File: src/rtl/j1p_if.sv
// J1P instruction-fetch and memory-mapped I/O bus bundle.
interface j1p_if #(
    parameter int unsigned WIDTH    = 16,
    parameter int unsigned PC_WIDTH = 13
);
    logic [PC_WIDTH-1:0] insn_addr;
    logic [15:0]         insn;
    logic                io_rd;
    logic                io_wr;
    logic [WIDTH-1:0]    io_addr;
    logic [WIDTH-1:0]    io_dout;
    logic [WIDTH-1:0]    io_din;
    logic                io_ready;

    modport master (output insn_addr, io_rd, io_wr, io_addr, io_dout,
                    input  insn, io_din, io_ready);
    modport slave  (input  insn_addr, io_rd, io_wr, io_addr, io_dout,
                    output insn, io_din, io_ready);
endinterface

File: src/rtl/j1p.sv
// J1P stack CPU core: single-cycle J1-style execution with I/O stall and stack fault tracking.
// Optional interrupt support is enabled by defining J1P_IRQ_EN.
module j1p #(
    parameter int unsigned WIDTH       = 16,
    parameter int unsigned PC_WIDTH    = 13,
    parameter int unsigned DDEPTH_LOG2 = 5,
    parameter int unsigned RDEPTH_LOG2 = 5,
    parameter logic [12:0] IRQ_VECTOR  = 13'h0002
) (
    input  logic                 sys_clk_i,
    input  logic                 sys_rst_i,
    j1p_if.master                bus,
    output logic [3:0]           fault_o,
    input  logic                 fault_clr_i,
    output logic [DDEPTH_LOG2:0] depth_o
`ifdef J1P_IRQ_EN
    ,
    input  logic                 irq_i,
    output logic                 irq_ack_o
`endif
);
    localparam int unsigned SW     = $clog2(WIDTH);
    localparam int unsigned DDEPTH = 2 ** DDEPTH_LOG2;
    localparam int unsigned RDEPTH = 2 ** RDEPTH_LOG2;
    localparam int unsigned DCW    = DDEPTH_LOG2 + 2;
    localparam int unsigned RCW    = RDEPTH_LOG2 + 2;
    localparam logic signed [DCW-1:0] DMAX = DCW'(DDEPTH);
    localparam logic signed [RCW-1:0] RMAX = RCW'(RDEPTH);

    logic [PC_WIDTH-1:0]    pc, pc_n, pc_plus, call_ret;
    logic [DDEPTH_LOG2-1:0] dsp, dsp_n;
    logic [RDEPTH_LOG2-1:0] rsp, rsp_n;
    logic [WIDTH-1:0]       st0, st0_n, st1, rst0, alu, rstk_d;
    logic [WIDTH-1:0]       dstack [DDEPTH];
    logic [WIDTH-1:0]       rstack [RDEPTH];
    logic [1:0]             dspi, rspi;
    logic                   dstk_we, rstk_we;
    logic [DDEPTH_LOG2:0]   dcnt, dcnt_n;
    logic [RDEPTH_LOG2:0]   rcnt, rcnt_n;
    logic signed [DCW-1:0]  dsum;
    logic signed [RCW-1:0]  rsum;
    logic [3:0]             fault_ev;
    logic [15:0]            ir;
    logic                   take, is_alu, io_rd_c, io_wr_c, stall;
    logic                   unused_ok;

    assign st1  = dstack[dsp];
    assign rst0 = rstack[rsp];

    // Interrupt entry replaces the fetched insn with a call to the vector.
    assign ir = take ? {3'b010, IRQ_VECTOR} : bus.insn;

    assign is_alu  = (ir[15:13] == 3'b011);
    assign io_rd_c = is_alu && (ir[11:8] == 4'hC);
    assign io_wr_c = is_alu && ir[5];
    assign stall   = (io_rd_c || io_wr_c) && !bus.io_ready;

    assign bus.io_rd     = !sys_rst_i && io_rd_c;
    assign bus.io_wr     = !sys_rst_i && io_wr_c;
    assign bus.io_addr   = st0;
    assign bus.io_dout   = st1;
    assign bus.insn_addr = sys_rst_i ? '0 : (stall ? pc : pc_n);
    assign depth_o       = dcnt;
    assign unused_ok     = ir[4];

    // ALU T-select
    always_comb begin
        alu = st0;
        case (ir[11:8])
            4'h0: alu = st0;
            4'h1: alu = st1;
            4'h2: alu = st0 + st1;
            4'h3: alu = st0 & st1;
            4'h4: alu = st0 | st1;
            4'h5: alu = st0 ^ st1;
            4'h6: alu = ~st0;
            4'h7: alu = {WIDTH{st1 == st0}};
            4'h8: alu = {WIDTH{$signed(st1) < $signed(st0)}};
            4'h9: alu = st1 >> st0[SW-1:0];
            4'hA: alu = st0 - WIDTH'(1);
            4'hB: alu = rst0;
            4'hC: alu = bus.io_din;
            4'hD: alu = st1 << st0[SW-1:0];
            4'hE: alu = WIDTH'({rsp, dsp});
            default: alu = {WIDTH{st1 < st0}};
        endcase
    end

    // Instruction decode and next-state
    always_comb begin
        pc_plus  = pc + PC_WIDTH'(1);
        call_ret = take ? pc : pc_plus;
        pc_n     = pc_plus;
        st0_n    = st0;
        dspi     = 2'b00;
        rspi     = 2'b00;
        dstk_we  = 1'b0;
        rstk_we  = 1'b0;
        rstk_d   = WIDTH'({call_ret, 1'b0});
        if (ir[15]) begin
            st0_n   = WIDTH'(ir[14:0]);
            dspi    = 2'b01;
            dstk_we = 1'b1;
        end else begin
            case (ir[14:13])
                2'b00: pc_n = PC_WIDTH'(ir[12:0]);
                2'b01: begin
                    st0_n = st1;
                    dspi  = 2'b11;
                    if (st0 == '0) pc_n = PC_WIDTH'(ir[12:0]);
                end
                2'b10: begin
                    rspi    = 2'b01;
                    rstk_we = 1'b1;
                    pc_n    = PC_WIDTH'(ir[12:0]);
                end
                default: begin
                    st0_n   = alu;
                    dspi    = ir[1:0];
                    rspi    = ir[3:2];
                    dstk_we = ir[7];
                    rstk_we = ir[6];
                    rstk_d  = st0;
                    if (ir[12]) pc_n = rst0[PC_WIDTH:1];
                end
            endcase
        end
    end

    // Pointers wrap; occupancy saturates and flags over/underflow
    always_comb begin
        dsp_n  = dsp + DDEPTH_LOG2'($signed(dspi));
        rsp_n  = rsp + RDEPTH_LOG2'($signed(rspi));
        dsum   = $signed({1'b0, dcnt}) + DCW'($signed(dspi));
        rsum   = $signed({1'b0, rcnt}) + RCW'($signed(rspi));
        dcnt_n = dsum[DCW-1] ? '0 : (dsum > DMAX) ? DMAX[DDEPTH_LOG2:0] : dsum[DDEPTH_LOG2:0];
        rcnt_n = rsum[RCW-1] ? '0 : (rsum > RMAX) ? RMAX[RDEPTH_LOG2:0] : rsum[RDEPTH_LOG2:0];
        fault_ev = '0;
        if (!stall)
            fault_ev = {rsum[RCW-1], (rsum > RMAX), dsum[DCW-1], (dsum > DMAX)};
    end

    always_ff @(posedge sys_clk_i or posedge sys_rst_i) begin
        if (sys_rst_i) begin
            pc      <= '0;
            dsp     <= '0;
            rsp     <= '0;
            st0     <= '0;
            dcnt    <= '0;
            rcnt    <= '0;
            fault_o <= '0;
        end else begin
            if (!stall) begin
                pc   <= pc_n;
                dsp  <= dsp_n;
                rsp  <= rsp_n;
                st0  <= st0_n;
                dcnt <= dcnt_n;
                rcnt <= rcnt_n;
            end
            fault_o <= (fault_clr_i ? 4'b0000 : fault_o) | fault_ev;
        end
    end

    always_ff @(posedge sys_clk_i) begin
        if (!sys_rst_i && !stall && dstk_we) dstack[dsp_n] <= st0;
        if (!sys_rst_i && !stall && rstk_we) rstack[rsp_n] <= rstk_d;
    end

`ifdef J1P_IRQ_EN
    logic                   irq_q, irq_pend, irq_svc, stall_raw;
    logic [RDEPTH_LOG2-1:0] irq_rsp;

    // Stall must be judged on the fetched insn, before any replacement
    assign stall_raw = (bus.insn[15:13] == 3'b011) && !bus.io_ready &&
                       ((bus.insn[11:8] == 4'hC) || bus.insn[5]);
    assign take = irq_pend && !irq_svc && !stall_raw;

    always_ff @(posedge sys_clk_i or posedge sys_rst_i) begin
        if (sys_rst_i) begin
            irq_q     <= 1'b0;
            irq_pend  <= 1'b0;
            irq_svc   <= 1'b0;
            irq_rsp   <= '0;
            irq_ack_o <= 1'b0;
        end else begin
            irq_q     <= irq_i;
            irq_ack_o <= take;
            irq_pend  <= (irq_pend && !take) || (irq_i && !irq_q);
            if (take) begin
                irq_svc <= 1'b1;
                irq_rsp <= rsp;
            end else if (irq_svc && !stall && (rsp != irq_rsp) && (rsp_n == irq_rsp)) begin
                irq_svc <= 1'b0;
            end
        end
    end
`else
    assign take = 1'b0;
`endif
endmodule

File: src/flat_wrapper.sv
// flat-port wrapper written by rule: the top's interface ports become plain ports
module j1p_flat 
#(
    parameter int unsigned WIDTH       = 16,
    parameter int unsigned PC_WIDTH    = 13,
    parameter int unsigned DDEPTH_LOG2 = 5,
    parameter int unsigned RDEPTH_LOG2 = 5,
    parameter logic [12:0] IRQ_VECTOR  = 13'h0002
)
  (sys_clk_i, sys_rst_i, fault_o, fault_clr_i, depth_o, bus_insn_addr, bus_io_rd, bus_io_wr, bus_io_addr, bus_io_dout, bus_insn, bus_io_din, bus_io_ready);
  j1p_if #(.WIDTH(WIDTH), .PC_WIDTH(PC_WIDTH)) bus_i ();
  input  logic sys_clk_i;
  input  logic sys_rst_i;
  output logic [3:0] fault_o;
  input  logic fault_clr_i;
  output logic [DDEPTH_LOG2:0] depth_o;
  output wire logic [$bits(bus_i.insn_addr)-1:0] bus_insn_addr;
  output wire logic [$bits(bus_i.io_rd)-1:0] bus_io_rd;
  output wire logic [$bits(bus_i.io_wr)-1:0] bus_io_wr;
  output wire logic [$bits(bus_i.io_addr)-1:0] bus_io_addr;
  output wire logic [$bits(bus_i.io_dout)-1:0] bus_io_dout;
  input wire logic [$bits(bus_i.insn)-1:0] bus_insn;
  input wire logic [$bits(bus_i.io_din)-1:0] bus_io_din;
  input wire logic [$bits(bus_i.io_ready)-1:0] bus_io_ready;
  assign bus_insn_addr = bus_i.insn_addr;
  assign bus_io_rd = bus_i.io_rd;
  assign bus_io_wr = bus_i.io_wr;
  assign bus_io_addr = bus_i.io_addr;
  assign bus_io_dout = bus_i.io_dout;
  assign bus_i.insn = bus_insn;
  assign bus_i.io_din = bus_io_din;
  assign bus_i.io_ready = bus_io_ready;
  j1p #(.WIDTH(WIDTH), .PC_WIDTH(PC_WIDTH), .DDEPTH_LOG2(DDEPTH_LOG2), .RDEPTH_LOG2(RDEPTH_LOG2), .IRQ_VECTOR(IRQ_VECTOR)) u_core (.sys_clk_i(sys_clk_i), .sys_rst_i(sys_rst_i), .bus(bus_i), .fault_o(fault_o), .fault_clr_i(fault_clr_i), .depth_o(depth_o));
endmodule
File: config.mk
export PLATFORM = sky130hd
export DESIGN_NAME = j1p_flat
export DESIGN_NICKNAME = d
export VERILOG_FILES = /design/src/rtl/j1p_if.sv /design/src/rtl/j1p.sv /design/src/flat_wrapper.sv
export SDC_FILE = /design/constraint.sdc
export NUM_CORES = 1
export LEC_CHECK = 0
export ABC_CLOCK_PERIOD_IN_PS = 7010
export BUFFER_PORTS_ARGS = -buffer_cell sky130_fd_sc_hd__buf_4
export CORE_MARGIN = 3
export CORE_UTILIZATION = 35
export CTS_BUF_LIST = sky130_fd_sc_hd__clkbuf_8
export DETAILED_ROUTE_END_ITERATION = 10
export GPL_TIMING_DRIVEN = 0
export PLACE_DENSITY_LB_ADDON = 0.15
export SLEW_MARGIN = 0
export SYNTH_ARGS = -nofsm -noshare
export SYNTH_HDL_FRONTEND = slang
export SYNTH_SLANG_ARGS = --single-unit
File: constraint.sdc
create_clock -name sys_clk_i -period 7.01 [get_ports sys_clk_i]
set_clock_uncertainty 0.2 [all_clocks]
set_input_delay 0.701 -clock sys_clk_i [delete_from_list [all_inputs] [get_ports sys_clk_i]]
set_output_delay 0.701 -clock sys_clk_i [all_outputs]
set_load 0.1 [all_outputs]
Yosys cells after proc, flatten, opt, wreduce, memory -nomap -nowiden
Memories as Yosys holds them, arrays and structs flattened. Cells that the tools add are included.

Register bits: 55. Latch bits: 0. RAM bits: 1024. Memories kept: 2. Input bits: 36. Bits in read-only memories: 0.

Memories: u_core.dstack (depth 32, bits a word 16, read ports 1, clocked after Yosys merged registers in 0, wr ports 1, RTL line j1p.sv:34) `logic [WIDTH-1:0] dstack [DDEPTH];`; u_core.rstack (depth 32, bits a word 16, read ports 1, clocked after Yosys merged registers in 0, wr ports 1, RTL line j1p.sv:35) `logic [WIDTH-1:0] rstack [RDEPTH];`.

Reductions and logical operators: 19. Shift-type cells: 2. Multiplexer cells: 29. Magnitude comparators: 4. Eq/ne operators: 20. Div/mod/pow operators: 0. $add $sub $neg: 7. Bitwise gates (word level): 6. Multiply operators: 0.

Operator list (number): one-hot mux 16 bit (15 select lines) (1); 2-to-1 mux 13 bit (5); 2-to-1 mux 16 bit (3); < comparator 16 bit (2); one-hot mux 16 bit (2 select lines) (1); equality test 4 bit, second input constant (7); one-hot mux 13 bit (2 select lines) (1); 2-to-1 mux 6 bit (4); adder 16 bit (1); bitwise AND 16 bit (1); equality test 16 bit (1); equality test 4 x 3 -> 1 bit, second input constant (4); logical NOT 16 bit (1); inverter 16 bit (1); bitwise OR 16 bit (1); left shift 16 x 4 -> 16 bit (1); right shift 16 x 4 -> 16 bit (1); subtractor 16 x 1 -> 16 bit, second input constant (1); bitwise XOR 16 bit (1); adder 7 x 2 -> 7 bit (2); > comparator 7 bit, second input constant (2); adder 13 x 1 -> 13 bit, second input constant (1); adder 5 bit (2); equality test 4 x 2 -> 1 bit, second input constant (2); other kinds (21) (40).

Logic depth before layout (Yosys ltp)
Gate-level depths: netlist of run 1.

Depth in word-level cells: 9. Gate-level depth with buffers: 25.

Worst setup path after synthesis of run 1
OpenSTA, ideal clock, no wires.

Path type: reg-to-reg. Start: register u_core.dsp[1]. End: register u_core.st0[15] (netlist: u_core.bus.io_addr[15]). Setup time: 0.131 ns. Period minus slack after synthesis: 6.177 ns. Data required time: 6.679 ns. Path buffers: 2. Arrival time: 5.845 ns. Cell stages (with the launch flop): 21. Slack: 0.833 ns. Cell sequence: dfrtp_1 -> buf_4 -> buf_2 -> mux4_2 -> a22o_1 -> a221oi_1 -> nand3_1 -> nor4_4 -> xnor2_1 -> nand2_1 -> ha_1 -> a21o_1 -> a21oi_1 -> nor2b_1 -> o21ai_0 -> nand2b_1 -> o41ai_1 -> o21ai_0 -> a21boi_0 -> o211a_1 -> or3_1.

Cells in the longest elaborated chain, start to end: 5. Elaborated cells between the ends (all ways): 13. Classes of those cells: add/sub: 1; order compare: 2; eq/ne: 1; shift: 2; mux: 3; bitwise: 3; memory: 1.

Ends and longest elaborated chain: from (decl) (RTL line j1p.sv:31) `logic [DDEPTH_LOG2-1:0] dsp, dsp_n;`; from (signal assigned) (RTL line j1p.sv:155) `dsp <= dsp_n;`; memory read (32 x 16 bit) *; named net bus_io_dout[6] (RTL line flat_wrapper.sv:21) `output wire logic [$bits(bus_i.io_dout)-1:0] bus_io_dout;`; adder 16 bit (tied with other cells) (RTL line j1p.sv:72) `4'h2: alu = st0 + st1;`; one-hot mux 16 bit (15 select lines) * (RTL line j1p.sv:69) `case (ir[11:8])`; one-hot mux 16 bit (2 select lines) * (RTL line j1p.sv:105) `case (ir[14:13])`; 2-to-1 mux 16 bit * (RTL line j1p.sv:100) `if (ir[15]) begin`; to (signal assigned) (RTL line j1p.sv:157) `st0 <= st0_n;`; to (decl) (RTL line j1p.sv:33) `logic [WIDTH-1:0] st0, st0_n, st1, rst0, alu, rstk_d;`.

Mark *: on every way through the listed nets, which the timed path passes. The rest lies on a longest branch. A chain may end at the register's enable or synchronous reset.

Final worst setup path of run 1
Start: register u_core.dsp[4]. End: register u_core.st0[12] (netlist: u_core.bus.io_addr[12]).

Cells in the longest elaborated chain, start to end: 5. Elaborated cells between the ends (all ways): 13. Classes of those cells: add/sub: 1; order compare: 2; eq/ne: 1; shift: 2; mux: 3; bitwise: 3; memory: 1.

Ends and longest elaborated chain (RTL line): memory read (32 x 16 bit) *; adder 16 bit (tied with other cells) (j1p.sv:72); one-hot mux 16 bit (15 select lines) (j1p.sv:69); one-hot mux 16 bit (2 select lines) * (j1p.sv:105); 2-to-1 mux 16 bit * (j1p.sv:100).

Every way passes the cells marked *; elsewhere a longest branch is shown, timed or not.

==> impl_metrics.yaml, run 1 <==
logic_synthesis:
  synth_cell_type_count: 79
  synth_nets: 3006
  ys_async_sr_fraction_pct: 5.10
  synth_edf_count: 1024
  synth_area_mm2: 0.0479
  ys.flop_type: "edfxtp_1"
  yosysWarnings: 0
  syn_avg_cell_area_um2: 16.6
  synth_top_area_share_pct: 64.2
  synth-seq-cells: 1079
  yosys.area.top_type: "edfxtp_1"
  synthTopCellsByArea: "edfxtp_1 64%, mux4_2 12%, dfrtp_1 2.9%"
  netlist_instances: 2877
  synth_sequential_area_ratio_pct: 67.1
detailed_routing:
  drtAntennaViolNets: 0
  via_count: 29700
  drt-total-wl_um: 170000
  drcViolationCount: 0
  drt_iter0_markers: 3227
  wl_per_cell_um: 32.9
  drt_pass1_iterations: 6
  via_per_inst: 5.76
sta:
  fmax_ghz: 0.146
  rsz0062_at_grt: "no"
  worstMarginPinSlew_ps: 1240
  fin_crit_sh_pct: 97.8
  slew_viol_final: 0
  period_needed_ps: 6860
  setup_viol: 0
  slew_headroom_pct: 17.6
  setup_tns_ps: 0
  finalHoldViolCount: 0
power_and_ir_drop:
  power_mw: 28.2
  vdd_drop_max_v: 0.000478
  power_density_mw_per_mm2: 503
  cellLeakagePower_nw: 19.0
floorplan:
  core.rowCount: 135
  die_h_um: 376
  die_x_um: 376
  die-area_mm2: 0.141
  start_util_pct: 35.3
  io_pins: 93
  core_mm2: 0.136
worst_setup_path:
  cp_max_fo: 10
  r2r_end: "u_core.bus.io_addr[12]"
  cp_data_required_time_ps: 7630
  endpoint: "u_core.bus.io_addr[12]"
  end_kind: "flop"
  cpPeakStageDelay_ps: 530
  critPathArrivalTime_ps: 7480
  start_kind: "flop"
  worstReg2RegStart: "u_core.dsp[4]"
  cp.depth: 22
  crit_top_cell: "buf_2"
  path_class: "flop to flop"
  r2r_cells: 22
  startpoint: "u_core.dsp[4]"
  critPathBufInv: 5
  path_cells: "buf_2, buf_2, buf_2, buf_2, mux4_2, mux2_2, a22oi_1, o211ai_1, buf_4, xnor2_1, nand2_1, ha_1, a21o_1, a21oi_1, o211ai_1, a41oi_1, o21ai_0, nor2_1, xnor2_1, nand2_1, a31oi_1, a221o_1"
  cpMaxStageDelayCell: "a21oi_1"
  r2r_slack_ps: 150
  cpLargestDelayFamily: "compound AO/OA/AOI/OAI gates"
run_status:
  status: "complete, no violations"
global_route:
  antenna_found_initial: 6
  grt_max_degree: 51
  grt.total_usage_pct: 24.0
  grt_pass1_wl_um: 237000
  gr-total-overflow: 0
  grt_pass1_vias: 30400
cells_and_area:
  synthToLayoutAreaGrowth_pct: 17.2
  layout_commonest_cell: "edfxtp_1"
  drive_gt1_share_pct: 25.3
  final_cell_mix: "1024 x edfxtp_1, 245 x mux4_2, 187 x clkbuf_8, 140 x nand2_1"
  nets: 3356
cts:
  clock_latency_ps: 890
  cts_root_buf: "clkbuf_8"
  cts_num_sinks: 1079
  cts_tree: "built"
  numCtsBuffers: 180
  cts.path.max_buffers: 3
  clkTransAtPathRegs_ps: 60
  htree_levels: 4
hold_path:
  holdCritPathClass: "input port to flop"
place:
  place.gp.congestion: 0.941
  portBuffers: 91
  hpwl_um: 118000
job:
  drv_cap: 0
-- worst reg2reg max path, stage by stage, from the launching register on --
cell and delay, ps:
dfrtp_1 310, buf_2 270, buf_2 310, buf_2 420, buf_2 530, mux4_2 420
mux2_2 340, a22oi_1 200, o211ai_1 420, buf_4 350, xnor2_1 140, nand2_1 70
ha_1 340, a21o_1 190, a21oi_1 530, o211ai_1 210, a41oi_1 370, o21ai_0 190
nor2_1 140, xnor2_1 190, nand2_1 160, a31oi_1 330, a221o_1 160
-- worst min-delay path by stage --
stage / from / end / slack, ps / cells after the start
6_report: bus_insn[6] / u_core.pc[6] / 110 / 3
4_1_cts: bus_insn[15] / u_core.pc[10] / 0.4 / 4
3_5_place_dp: u_core.rcnt[2] / u_core.rcnt[2] / 280 / 2
2_1_floorplan: u_core.rcnt[5] / u_core.rcnt[5] / 250 / 2
3_3_place_gp: u_core.rcnt[2] / u_core.rcnt[2] / 280 / 2
5_1_grt: bus_insn[15] / u_core.pc[10] / 60 / 4
-- state kept, by name (all words and copies together), names as in the netlist --
| register | flops |
|---|---|
| u_core.dstack | 512 |
| u_core.rstack | 512 |
| u_core.bus.io_addr | 16 |
| u_core.pc | 13 |
| u_core.depth_o | 6 |
| u_core.rcnt | 6 |
| u_core.dsp | 5 |
| u_core.rsp | 5 |
| u_core.fault_o | 4 |
-- cells in the mapped netlist, drive strengths merged, types with 5 or more instances --
cell type	count
edfxtp	1024
nor3	30
inv	70
a31oi	15
o311ai	5
or3	7
a22oi	71
and3	20
xor2	17
mux4	250
nor4	13
dfrtp	55
a21o	12
clkbuf	86
nand3b	6
nor2	199
nand2b	19
o2111ai	6
fa	5
nor4b	5
buf	72
and2	17
o211a	8
nand4	15
o211ai	12
a22o	20
nor2b	14
nand2	140
o21ai	80
a21oi	82
o21bai	7
nand3	52
o22ai	21
xnor2	37
ha	88
o221ai	6
mux2i	131
a211oi	17
mux2	41
a221oi	34
o21a	6
-- final cells by class --
cell class | instances | area, µm²
Antenna cell | 2 | 5.00
Fill cell | 12400 | 79500
Tap cell | 1781 | 2230
Sequential cell | 1079 | 32100
Inverter | 73 | 274
Clock buffer | 187 | 2570
Buffer | 156 | 726
Clock inverter | 141 | 743
Multi-Input combinational cell | 1567 | 15300
Timing Repair Buffer | 170 | 2050
-- per-layer routing --
metal  global-route usage (%)  share of wire (%)  vias up  routed length [µm]
met3                     5.02                6.9      344               11600
met1                     31.7                 41    15600               70400
met5                        0              0.016        -                  27
met4                     8.58                3.8        4                6370
met2                     39.2                 48     1344               81300
li1                         -                  -    12400                   -
-- timing repair --
action,CTS,global route
setup buffers,2,3
endpoints found under the setup margin,17,3
endpoints found under the hold margin,23,0
hold buffers,6,0
resized for setup,27,10
pin swaps,3,2
-- through the flow --
stage	instances	setup slack (ps)	utilization [%]	instance area (µm²)	hold slack [ps]
finish	5156	153	41.4	56100	111
global route	5155	23.2	41.4	56100	62.1
global placement	4749	-1960	37.4	50800	280
floorplan	2877	833	-	47900	245
CTS	5151	7.24	41.3	56000	0.385
detailed placement	4817	-1560	38.7	52500	281
-- report_power, final --
part | total, mW | switching, mW | internal, mW
Clock | 5.20 | 2.63 | 2.58
Combinational | 14.3 | 9.69 | 4.57
Sequential | 8.75 | 0.629 | 8.12
Total | 28.2 | 12.9 | 15.3
-- cell families (layout without fill, tap and decap cells) --
group | Yosys count | count (layout) | synth area share, %
AOI/OAI and AO/OA | 447 | 447 | 6.45
DFF | 1079 | 1079 | 67.1
buffers and inverters | 231 | 727 | 2.04
muxes | 422 | 422 | 15.5
adders and majority gates | 93 | 93 | 2.51
other | 0 | 2 | 0
xor gates and xnor gates | 54 | 54 | 0.988
and+or+nand+nor | 551 | 551 | 5.39
Power figures use the tool's default switching activity.
==> inputs of run 2 (changes only) <==
==> constraint.sdc (replaced) <==
create_clock -name sys_clk_i -period 7.01 [get_ports sys_clk_i]
set_clock_uncertainty 0.2 [all_clocks]
set_input_delay 1.0515 -clock sys_clk_i [delete_from_list [all_inputs] [get_ports sys_clk_i]]
set_output_delay 1.0515 -clock sys_clk_i [all_outputs]
set_load 0.1 [all_outputs]
==> impl_metrics.yaml, run 2 (same netlist as run 1, synthesis figures left out) <==
cells_and_area:
  nets: 3349
  layout_commonest_cell: "edfxtp_1"
  synthToLayoutAreaGrowth_pct: 17.2
  finalNonFillerCells: 5149
  final_cell_mix: "1024 x edfxtp_1, 245 x mux4_2, 187 x clkbuf_8, 140 x nand2_1"
  drive_gt1_share_pct: 25.6
detailed_routing:
  drt-total-wl_um: 170000
  drtAntennaViolNets: 0
  drt_pass1_iterations: 6
  drcViolationCount: 0
  via_per_inst: 5.75
  via_count: 29600
  wl_per_cell_um: 33.0
  drt_iter0_markers: 3138
sta:
  setup_viol: 0
  slew_headroom_pct: 15.2
  worstMarginPinSlew_ps: 1270
  rsz0062_at_grt: "no"
  finalHoldViolCount: 0
  fmax_ghz: 0.147
  slew_viol_final: 0
  fin_crit_sh_pct: 97.0
  period_needed_ps: 6800
global_route:
  gr-total-overflow: 0
  grt.total_usage_pct: 24.0
  grt_pass1_vias: 30300
  antenna_found_initial: 5
  grt_max_degree: 51
  grt_pass1_wl_um: 237000
place:
  portBuffers: 91
  dp_cells: 4817
  place.gp.congestion: 0.941
  hpwl_um: 118000
power_and_ir_drop:
  vdd_drop_max_v: 0.000478
  power_density_mw_per_mm2: 504
  power_mw: 28.2
  cellLeakagePower_nw: 19.0
worst_setup_path:
  crit_top_cell: "clkbuf_1"
  cpPeakStageDelay_ps: 950
  start_kind: "flop"
  cp_data_required_time_ps: 5760
  end_kind: "primary output"
  critPathArrivalTime_ps: 5550
  cpLargestDelayFamily: "buffers and inverters"
  r2r_end: "u_core.bus.io_addr[12]"
  cp_max_fo: 10
  startpoint: "u_core.rsp[2]"
  cpMaxStageDelayCell: "clkbuf_1"
  r2r_slack_ps: 230
  path_cells: "clkbuf_1, clkbuf_1, clkbuf_1, mux4_2, mux2_2, a22oi_1, o22ai_1, nor2_1, nor3_1, buf_4"
  critPathBufInv: 4
  r2r_cells: 22
  path_class: "flop to primary output"
  worstReg2RegStart: "u_core.dsp[1]"
cts:
  numCtsBuffers: 180
  cts_num_sinks: 1079
  clkTransAtPathRegs_ps: 60
  cts_tree: "built"
  htree_levels: 4
  clock_latency_ps: 890
  cts_root_buf: "clkbuf_8"
  postCtsHoldBufs: 0
  cts.path.max_buffers: 3
floorplan:
  die-area_mm2: 0.141
  start_util_pct: 35.3
  die_h_um: 376
  core_mm2: 0.136
  io_pins: 93
  core.rowCount: 135
  die_x_um: 376
hold_path:
  holdCritPathClass: "input port to flop"
  min_to: "u_core.fault_o[2]"
  hold_depth: 2
  hold_start: "fault_clr_i"
run_status:
  status: "complete, no violations"
job:
  drv_cap: 0
-- run 2: final cells by class --
cell class	instances	area [µm²]
Multi-Input combinational cell	1567	15400
Sequential cell	1079	32100
Tap cell	1781	2230
Fill cell	12400	79600
Buffer	155	751
Clock buffer	187	2570
Antenna cell	2	5.00
Inverter	73	274
Clock inverter	141	743
Timing Repair Buffer	164	1990
-- run 2: repair_timing --
item | in CTS | in global routing
gates resized for setup | 39 | 14
pin swaps | 3 | 2
setup endpoints to repair | 22 | 14
buffers inserted | 2 | 3
-- run 2: worst max-delay path by stage --
stage / to / slack [ps] / depth (start not counted)
6_report: bus_insn_addr[1] / 210 / 10
5_1_grt: u_core.bus.io_addr[12] / 20 / 22
4_1_cts: u_core.bus.io_addr[8] / 3 / 19
3_5_place_dp: u_core.bus.io_addr[8] / -1560 / 19
3_3_place_gp: u_core.bus.io_addr[8] / -1960 / 18
2_1_floorplan: bus_insn_addr[1] / 760 / 11
-- run 2: power by group --
part	total, mW	switching, mW	internal, mW
logic	14.3	9.70	4.58
registers	8.75	0.632	8.12
clock network	5.21	2.63	2.58
total	28.2	13.0	15.3
-- run 2: per-stage QoR --
| step | hold slack [ps] | TNS [ps] | area, µm² | utilization, % | setup WS (ps) |
|---|---|---|---|---|---|
| detailed placement | 281 | -17280 | 52500 | 38.7 | -1560 |
| global placement | 280 | -35690 | 50800 | 37.4 | -1960 |
| floorplan | 245 | 0 | 47900 | - | 761 |
| global route | 194 | 0 | 56100 | 41.3 | 22.1 |
| CTS | 142 | 0 | 56000 | 41.3 | 2.93 |
| finish | 249 | 0 | 56100 | 41.3 | 212 |
-- run 2: metal layers --
metal  vias to the layer above  routed length, µm  global-route usage [%]
li1                      12300                  -                       -
met1                     15700              71200                    31.9
met2                      1279              82000                    39.5
met3                       286              11200                    4.82
met4                         4               5720                    8.06
met5                         -                 27                       0
